$ cat src/rtl/tank_ctrl_p.sv
`default_nettype none
// ============================================================================
// Module   : tank_ctrl_p
// Desc     : Per-tank controller: movement, facing, gated fire with cooldown,
//            lives and kill/respawn FSM. Optional macro: TANK_SHIELD_EN.
// Revision : 1.0 - initial release
// ============================================================================
module tank_ctrl_p #(
    parameter int POS_W          = 10,
    parameter int SCREEN_W       = 640,
    parameter int SCREEN_H       = 480,
    parameter int TANK_SIZE      = 32,
    parameter int START_X        = 304,
    parameter int START_Y        = 448,
    parameter int MOVE_DIV       = 4,
    parameter int STEP           = 1,
    parameter int COOLDOWN       = 8,
    parameter int LIVES          = 3,
    parameter int RESPAWN_CYCLES = 16,
    parameter int SHIELD_CYCLES  = 32,
    parameter int TANK_ID        = 0
) (
    input  logic             clk,
    input  logic             reset,
    input  logic             killed,
    input  logic             up,
    input  logic             down,
    input  logic             left,
    input  logic             right,
    input  logic             fire,
    input  logic             bullet_ready,
    output logic             bullet_fire,
    output logic [1:0]       bullet_direction,
    output logic [POS_W-1:0] pos_x,
    output logic [POS_W-1:0] pos_y,
    output logic [2:0]       tank_addr,
    output logic [31:0]      tank_state,
    output logic             alive,
    output logic [2:0]       lives_left
);

    localparam logic [1:0] c_ST_ALIVE = 2'd0;
    localparam logic [1:0] c_ST_DYING = 2'd1;
    localparam logic [1:0] c_ST_DEAD  = 2'd2;

    localparam logic [1:0] c_DIR_UP    = 2'd0;
    localparam logic [1:0] c_DIR_DOWN  = 2'd1;
    localparam logic [1:0] c_DIR_LEFT  = 2'd2;
    localparam logic [1:0] c_DIR_RIGHT = 2'd3;

    localparam int c_CW = $clog2(COOLDOWN + 1);
    localparam int c_TW = (RESPAWN_CYCLES > 1) ? $clog2(RESPAWN_CYCLES) : 1;
    localparam int c_MW = (MOVE_DIV > 1) ? $clog2(MOVE_DIV) : 1;
    localparam int c_PW = POS_W + 1;

    localparam logic [c_MW-1:0] c_MOVE_LAST = c_MW'(MOVE_DIV - 1);
    localparam logic [c_PW-1:0] c_STEP_E    = c_PW'(STEP);
    localparam logic [c_PW-1:0] c_X_MAX     = c_PW'(SCREEN_W - TANK_SIZE);
    localparam logic [c_PW-1:0] c_Y_MAX     = c_PW'(SCREEN_H - TANK_SIZE);

`ifdef TANK_SHIELD_EN
    localparam logic c_SHIELD_RST = (SHIELD_CYCLES != 0);
`else
    localparam logic c_SHIELD_RST = 1'b0;
`endif

    localparam logic [31:0] c_RESET_WORD = {3'(TANK_ID), c_SHIELD_RST, 1'b0, 3'(LIVES),
                                            c_ST_ALIVE, c_DIR_UP, 10'(START_X), 10'(START_Y)};

    logic [1:0]       r_state;
    logic [2:0]       r_lives;
    logic [POS_W-1:0] r_pos_x;
    logic [POS_W-1:0] r_pos_y;
    logic [1:0]       r_dir;
    logic [c_MW-1:0]  r_move_cnt;
    logic [c_CW-1:0]  r_cooldown;
    logic [c_TW-1:0]  r_timer;
    logic             r_fire_d;
    logic             r_bullet_fire;
    logic [1:0]       r_bullet_dir;
    logic [31:0]      r_tank_state;

    logic             w_any_req;
    logic [1:0]       w_req_dir;
    logic [c_PW-1:0]  w_x_ext;
    logic [c_PW-1:0]  w_y_ext;
    logic [c_PW-1:0]  w_x_inc;
    logic [c_PW-1:0]  w_y_inc;
    logic [POS_W-1:0] w_next_x;
    logic [POS_W-1:0] w_next_y;
    logic             w_shield_on;
    logic             w_kill;
    logic             w_shot;
    logic             w_respawn;
    logic [31:0]      w_status;

    assign w_any_req = up | down | left | right;
    assign w_x_ext   = {1'b0, r_pos_x};
    assign w_y_ext   = {1'b0, r_pos_y};
    assign w_x_inc   = w_x_ext + c_STEP_E;
    assign w_y_inc   = w_y_ext + c_STEP_E;

    always_comb begin
        if (up)        w_req_dir = c_DIR_UP;
        else if (down) w_req_dir = c_DIR_DOWN;
        else if (left) w_req_dir = c_DIR_LEFT;
        else           w_req_dir = c_DIR_RIGHT;
    end

    // Steps saturate at the playfield edges instead of wrapping.
    always_comb begin
        w_next_x = r_pos_x;
        w_next_y = r_pos_y;
        case (w_req_dir)
            c_DIR_UP:   w_next_y = (w_y_ext < c_STEP_E) ? '0 : POS_W'(w_y_ext - c_STEP_E);
            c_DIR_DOWN: w_next_y = (w_y_inc > c_Y_MAX) ? POS_W'(c_Y_MAX) : POS_W'(w_y_inc);
            c_DIR_LEFT: w_next_x = (w_x_ext < c_STEP_E) ? '0 : POS_W'(w_x_ext - c_STEP_E);
            default:    w_next_x = (w_x_inc > c_X_MAX) ? POS_W'(c_X_MAX) : POS_W'(w_x_inc);
        endcase
    end

    assign w_respawn = (r_state == c_ST_DYING) && (r_timer == '0);
    assign w_kill    = killed & ~w_shield_on;
    assign w_shot    = fire & ~r_fire_d & (r_cooldown == '0) & bullet_ready;

`ifdef TANK_SHIELD_EN
    localparam int c_SW = $clog2(SHIELD_CYCLES + 1);
    logic [c_SW-1:0] r_shield;

    always_ff @(posedge clk) begin
        if (reset || w_respawn) begin
            r_shield <= c_SW'(SHIELD_CYCLES);
        end else if (r_shield != '0) begin
            r_shield <= r_shield - c_SW'(1);
        end
    end

    assign w_shield_on = (r_shield != '0);
`else
    assign w_shield_on = 1'b0;
`endif

    assign w_status = {3'(TANK_ID), w_shield_on, (r_cooldown != '0), r_lives,
                       r_state, r_dir, 10'(r_pos_x), 10'(r_pos_y)};

    always_ff @(posedge clk) begin
        if (reset) begin
            r_state       <= c_ST_ALIVE;
            r_lives       <= 3'(LIVES);
            r_pos_x       <= POS_W'(START_X);
            r_pos_y       <= POS_W'(START_Y);
            r_dir         <= c_DIR_UP;
            r_move_cnt    <= '0;
            r_cooldown    <= '0;
            r_timer       <= '0;
            r_fire_d      <= 1'b0;
            r_bullet_fire <= 1'b0;
            r_bullet_dir  <= c_DIR_UP;
            r_tank_state  <= c_RESET_WORD;
        end else begin
            r_fire_d      <= fire;
            r_bullet_fire <= 1'b0;
            r_tank_state  <= w_status;
            if (r_cooldown != '0) begin
                r_cooldown <= r_cooldown - c_CW'(1);
            end
            case (r_state)
                c_ST_ALIVE: begin
                    if (w_any_req) begin
                        r_dir <= w_req_dir;
                        if (r_move_cnt == c_MOVE_LAST) begin
                            r_move_cnt <= '0;
                            r_pos_x    <= w_next_x;
                            r_pos_y    <= w_next_y;
                        end else begin
                            r_move_cnt <= r_move_cnt + c_MW'(1);
                        end
                    end else begin
                        r_move_cnt <= '0;
                    end
                    // A kill suppresses any shot requested in the same cycle.
                    if (w_kill) begin
                        r_lives <= r_lives - 3'd1;
                        if (r_lives == 3'd1) begin
                            r_state <= c_ST_DEAD;
                        end else begin
                            r_state <= c_ST_DYING;
                            r_timer <= c_TW'(RESPAWN_CYCLES - 1);
                        end
                    end else if (w_shot) begin
                        r_bullet_fire <= 1'b1;
                        r_bullet_dir  <= r_dir;
                        r_cooldown    <= c_CW'(COOLDOWN);
                    end
                end
                c_ST_DYING: begin
                    r_move_cnt <= '0;
                    if (w_respawn) begin
                        r_state    <= c_ST_ALIVE;
                        r_pos_x    <= POS_W'(START_X);
                        r_pos_y    <= POS_W'(START_Y);
                        r_dir      <= c_DIR_UP;
                        r_cooldown <= '0;
                    end else begin
                        r_timer <= r_timer - c_TW'(1);
                    end
                end
                default: begin
                    r_move_cnt <= '0;
                end
            endcase
        end
    end

    assign bullet_fire      = r_bullet_fire;
    assign bullet_direction = r_bullet_dir;
    assign pos_x            = r_pos_x;
    assign pos_y            = r_pos_y;
    assign tank_addr        = 3'(TANK_ID);
    assign tank_state       = r_tank_state;
    assign alive            = (r_state == c_ST_ALIVE);
    assign lives_left       = r_lives;

endmodule
`default_nettype wire
$ cat config.mk
export PLATFORM = sky130hd
export DESIGN_NAME = tank_ctrl_p
export DESIGN_NICKNAME = d
export VERILOG_FILES = /design/src/rtl/tank_ctrl_p.sv
export SDC_FILE = /design/constraint.sdc
export NUM_CORES = 1
export LEC_CHECK = 0
export ABC_AREA = 1
export CAP_MARGIN = 20
export CORE_AREA = 2 2 105 107
export DETAILED_ROUTE_END_ITERATION = 12
export DIE_AREA = 0 0 107 109
export HOLD_SLACK_MARGIN = 0.06
export SETUP_SLACK_MARGIN = 0.1
export SYNTH_ARGS = -nofsm -noshare
export SYNTH_HDL_FRONTEND = slang
export SYNTH_SLANG_ARGS = --single-unit
$ cat constraint.sdc
create_clock -name clk -period 1.4 [get_ports clk]
set_input_delay 0.42 -clock clk [delete_from_list [all_inputs] [get_ports clk]]
set_output_delay 0.42 -clock clk [all_outputs]
set_load 0.005 [all_outputs]
### Word-level counts from Yosys, hierarchy flattened

Cells that the tools add are included.

| word-level totals | value |
|---|---|
| output and inout bits | 62 |
| RAM bits | 0 |
| register bits after elaboration | 73 |
| memory bits (read-only) | 0 |
| memories kept | 0 |
| input port bits | 9 |
| bits in latches | 0 |

| operators by class | value |
|---|---|
| muxes and demuxes | 33 |
| order comparisons | 4 |
| reductions and logical operators | 17 |
| $add $sub $neg | 8 |
| bitwise gates (word level) | 10 |
| divide/modulo/power cells | 0 |
| equal/unequal tests | 13 |
| shifts and indexed selects | 0 |
| $mul | 0 |

Operator list:

| cell | number |
|---|---|
| two-way mux 10 bit | 10 |
| case mux 10 bit (2 select lines) | 4 |
| two-way mux 4 bit | 7 |
| adder 10 x 1 -> 11 bit (second input constant) | 2 |
| < comparator 10 x 1 -> 1 bit (second input constant) | 2 |
| subtractor 10 x 1 -> 10 bit (second input constant) | 2 |
| case mux 4 bit (2 select lines) | 2 |
| two-way mux 2 bit | 6 |
| > comparator 11 x 10 -> 1 bit (second input constant) | 1 |
| > comparator 11 x 9 -> 1 bit (second input constant) | 1 |
| != test 2 bit (second input constant) | 5 |
| AND reduction 5 bit | 2 |
| AND reduction 3 bit | 3 |
| logical NOT 4 bit | 2 |
| case mux 2 bit (2 select lines) | 2 |
| subtractor 4 x 1 -> 4 bit (second input constant) | 2 |
| == test 2 x 1 -> 1 bit (second input constant) | 2 |
| == test 2 bit (second input constant) | 2 |
| logical NOT 2 bit | 2 |
| != test 2 x 1 -> 1 bit (second input constant) | 2 |
| NOT 1 bit | 4 |
| AND reduction 4 bit | 1 |
| nonzero test 4 bit | 1 |
| OR reduction 4 bit | 1 |
| 12 further kinds | 17 |

### Depth between registers and ports, before layout

| depth | value |
|---|---|
| depth after elaboration | 9 |
| gate-level depth with buffers | 14 |

### Worst setup path before layout

Ideal clock, no wire load.

| timing | value |
|---|---|
| path kind | reg2reg |
| from | register r_pos_x[0], in the netlist pos_x[0] |
| to | register r_pos_x[5], in the netlist pos_x[5] |
| period minus slack after synthesis | 1535 ps |
| buffers on the path | 0 |
| data required time | 1285 ps |
| cell stages (with the launch flop) | 13 |
| arrival time | 1420 ps |
| path slack | -135 ps |
| setup time | 115 ps |
| cells stage by stage | dfxtp_1 > ha_1 > nand3_1 > o21ai_0 > nand2_1 > nand3_1 > nand2_1 > nand2_1 > nand2_1 > nand2_2 > nand2_1 > nand2_1 > nand2_1 |

| between the ends | value |
|---|---|
| longest elaborated chain between the ends | 7 |
| elaborated cells between the ends (all ways) | 10 |

RTL lines:

| item | line | text |
|---|---|---|
| start: declaration | 72 | `logic [POS_W-1:0] r_pos_x;` |
| start signal: assignment | 150 | `r_pos_x <= POS_W'(START_X);` |
| start signal: assignment | 173 | `r_pos_x <= w_next_x;` |
| start signal: assignment | 200 | `r_pos_x <= POS_W'(START_X);` |
| adder 10 x 1 -> 11 bit | 100 | `assign w_x_inc = w_x_ext + c_STEP_E;` |
| > comparator 11 x 10 -> 1 bit | 118 | `default: w_next_x = (w_x_inc > c_X_MAX) ? POS_W'(c_X_MAX) : POS_W'(w_x_inc);` |
| two-way mux 10 bit | 118 |  |
| case mux 10 bit (2 select lines) * | 114 | `case (w_req_dir)` |
| two-way mux 10 bit * | 171 | `if (r_move_cnt == c_MOVE_LAST) begin` |
| two-way mux 10 bit * | 169 | `if (w_any_req) begin` |
| case mux 10 bit (2 select lines) * | 167 | `case (r_state)` |

Mark *: on every way between the ends. The rest lies on a longest branch, timed or not. The select of a mux whose other input is x is not followed.
A chain may end at the register's enable or synchronous reset.

### Final worst setup path

Ends and elaborated chain as after synthesis.

==> flow_metrics.env <==
export IMPL_outcome="finished, violations left"
export IMPL_violations="negative setup slack"
export IMPL_synth_avg_cell_area_um2=7.072
export IMPL_ff_latch_area_um2=1466
export IMPL_wl_per_cell_um=13.55
export IMPL_clk_pin_slew_ns=0.08
export IMPL_io_buffers=63
export IMPL_dp_cells=808
export IMPL_period_share_pct=119.8
export IMPL_drv_slew=0
export IMPL_cpLargestDelayFamily="buffers and inverters"
export IMPL_gr_total_overflow=0
export IMPL_finalSetupViolCount=33
export IMPL_synth_fa_ha_area_share_pct=3.027
export IMPL_yosysMostFrequentCell="nand2_1"
export IMPL_die_area_um2=11660
export IMPL_hold_buffers=0
export IMPL_fill_cells=944
export IMPL_drive_above_1_share_pct=53.10
export IMPL_slowest_stage="dfxtp_4"
export IMPL_synth_commonest_cells="nand2_1 (116), dfxtp_1 (69), inv_1 (63)"
export IMPL_wl_mm=11.72
export IMPL_vdd_ir_drop_max_mv=0.9774
export IMPL_fin_ws_ns=-0.2767
export IMPL_area_delta_synth_final_pct=67.57
export IMPL_cp_data_required_time_ns=1.64
export IMPL_clock_fmax_mhz=596.4
export IMPL_fp_row_count=38
export IMPL_arrival_ns=1.92
export IMPL_cp_num_buf_inv=4
export IMPL_fin_worst_skew_ns=0.01052
export IMPL_synth_mux_area_share_pct=0
export IMPL_power_density_nw_per_um2=1229
export IMPL_multi_input_area_um2=2349
export IMPL_end_kind="flop"
export IMPL_route_detailed_drc=0
export IMPL_synth_xor_area_share_pct=4.474
export IMPL_cap_violations=0
export IMPL_synth_compound_area_share_pct=10.06
export IMPL_fp_dieW_um=107
export IMPL_drtIter0Drc=147
export IMPL_ys_types=40
export IMPL_firstDrtPassIters=4
export IMPL_period_minus_slack_ns=1.677
export IMPL_async_reset_ff_share_pct=0
export IMPL_ant_nets=0
export IMPL_synth_area_leaders="dfxtp_1 (37%), nand2_1 (12%), buf_4 (6.7%)"
export IMPL_via_per_inst=4.634
export IMPL_hold_violations=0
export IMPL_initial_core_util_pct=35.08
export IMPL_rsz0062_at_grt="true"
export IMPL_cts_tree="built"
export IMPL_grt_usage_pct=20.63
export IMPL_ys_warn_count=0
export IMPL_min_from="r_dir[0]$_SDFFE_PP0P_"
export IMPL_synth_ff_type="dfxtp_1"
export IMPL_die_h_um=109
export IMPL_syn_inst=526
export IMPL_synth_top_cell_by_area="dfxtp_1"
export IMPL_num_antenna_cells=0
export IMPL_htree_levels=3
export IMPL_synth_simple_area_share_pct=30.44
export IMPL_slowest_delay_ns=0.37
export IMPL_synth_seq_area_share_pct=37.13
export IMPL_synth_edff_count=0
export IMPL_hold_class="flop to flop"
export IMPL_core_um2=10600
export IMPL_finalNonFillerCells=865
export IMPL_antenna_found_initial=0
export IMPL_synth_area_um2=3720
export IMPL_cts_root_buf="clkbuf_8"
export IMPL_io_pins=71
export IMPL_cts_buffers=9
export IMPL_gp_congestion=0.8846
export IMPL_cp_startpoint="pos_x[0]$_SDFFE_PP0P_"
export IMPL_synth_top_area_share_pct=37.13
export IMPL_crit_type="flop to flop"
export IMPL_r2r_start="pos_x[0]$_SDFFE_PP0P_"
export IMPL_synth_seq_cells=69
export IMPL_grt_pass1_vias=4062
export IMPL_clk_path_buf_depth=2
export IMPL_insertion_delay_ns=0.35
export IMPL_dpl_hpwl_mm=7.926
export IMPL_synth_top_family_by_area="simple AND/OR/NAND/NOR gates"
export IMPL_clock_sinks=69
export IMPL_cp_start_kind="flop"
export IMPL_leakage_nw=2.978
export IMPL_vias=4008
export IMPL_path_cells="buf_6, inv_4, buf_4, nand4_1, buf_4, xor2_2, o21ai_1, a21oi_1, nand2_2, nand2_1, nand2_1"
export IMPL_grt_pass1_wl_mm=18.82
export IMPL_nets=738
export IMPL_grt_max_degree=25
export IMPL_pre_cts_ws_ns=-0.6229
export IMPL_cp_max_fo=4
-- through the flow --
stage | TNS [ns] | hold WS [ns] | cell area [um2] | power (mW) | utilization [%]
3_3_place_gp | -17.02 | 0.4689 | 5283 | 5.165 | 49.82
6_report | -4.955 | 0.4905 | 6233 | 7.663 | 58.79
2_1_floorplan | -0.3065 | 0.3983 | 3926 | 4.042 | -
4_1_cts | -3.916 | 0.4849 | 6160 | 7.433 | 58.10
3_5_place_dp | -17.93 | 0.4679 | 5283 | 5.215 | 49.82
5_1_grt | -7.803 | 0.5138 | 6233 | 8.147 | 58.79
-- kinds of logic after synthesis --
logic type,after synthesis
AND/OR/NAND/NOR,251
buffers and inverters,112
flip-flops,69
AO/OA/AOI/OAI,65
XOR/XNOR,19
adder cells (fa/ha/maj),9
other,1
-- metal layers --
metal	wire length, um	GRT usage, %	up-vias
li1	-	-	2031
met1	5133	24.97	1848
met2	5780	36.12	106
met3	538	4.244	23
met4	268	7.792	0
met5	0	0	-
-- layout by cell type (no fill, tap or decap), types with 17 or more instances in the layout --
| master | count |
|---|---|
| nand2_1 | 98 |
| nand3_1 | 24 |
| nor2_1 | 46 |
| nand2_2 | 17 |
| dfxtp_2 | 29 |
| inv_1 | 48 |
| inv_2 | 18 |
| buf_2 | 17 |
| dfxtp_1 | 27 |
| buf_6 | 50 |
| buf_4 | 121 |
| clkbuf_2 | 20 |
-- flip-flops by register name, summed over array words and instances (netlist names), 3 cells and up --
name and count:
lives_left 3, r_cooldown 4, tank_state 28, pos_y 10
r_timer 4, pos_x 10
-- worst reg2reg max path, cell delays in order (launching register included) --
cell     delay [ns]
dfxtp_4        0.37
buf_6          0.13
inv_4          0.06
buf_4          0.12
nand4_1        0.17
buf_4          0.20
xor2_2         0.14
o21ai_1        0.08
a21oi_1        0.15
nand2_2        0.06
nand2_1        0.06
nand2_1        0.04
-- final timing paths --
kind	cells after the start	end	slack [ns]
worst max register to register	11	pos_x[5]$_SDFFE_PP1P_	-0.28
worst min-delay path	2	bullet_direction[0]$_SDFFE_PP0P_	0.49
worst min register to register	2	bullet_direction[0]$_SDFFE_PP0P_	0.49
worst max-delay path	11	pos_x[5]$_SDFFE_PP1P_	-0.28
-- cell type report --
type                       instances  area share (%)
clock buffer                      14           3.111
clock inverter                     2          0.1807
inverter                          70           4.356
multi-input combinational        351           37.68
sequential                        69           23.52
tap                              140           2.810
timing repair buffer             219           28.34
-- power breakdown --
part	leakage (nW)	total, mW	internal [mW]	switching [mW]
sequential	0.578	2.46	2.27	0.195
combinational	2.29	3.52	1.75	1.77
clock	0.108	1.68	0.897	0.783
-- repair_timing --
action,in CTS,in global routing
pin swaps,34,31
buffers inserted,39,10
gates resized for setup,324,78
setup endpoints to repair,88,79
(Power assumes the default switching activity.)
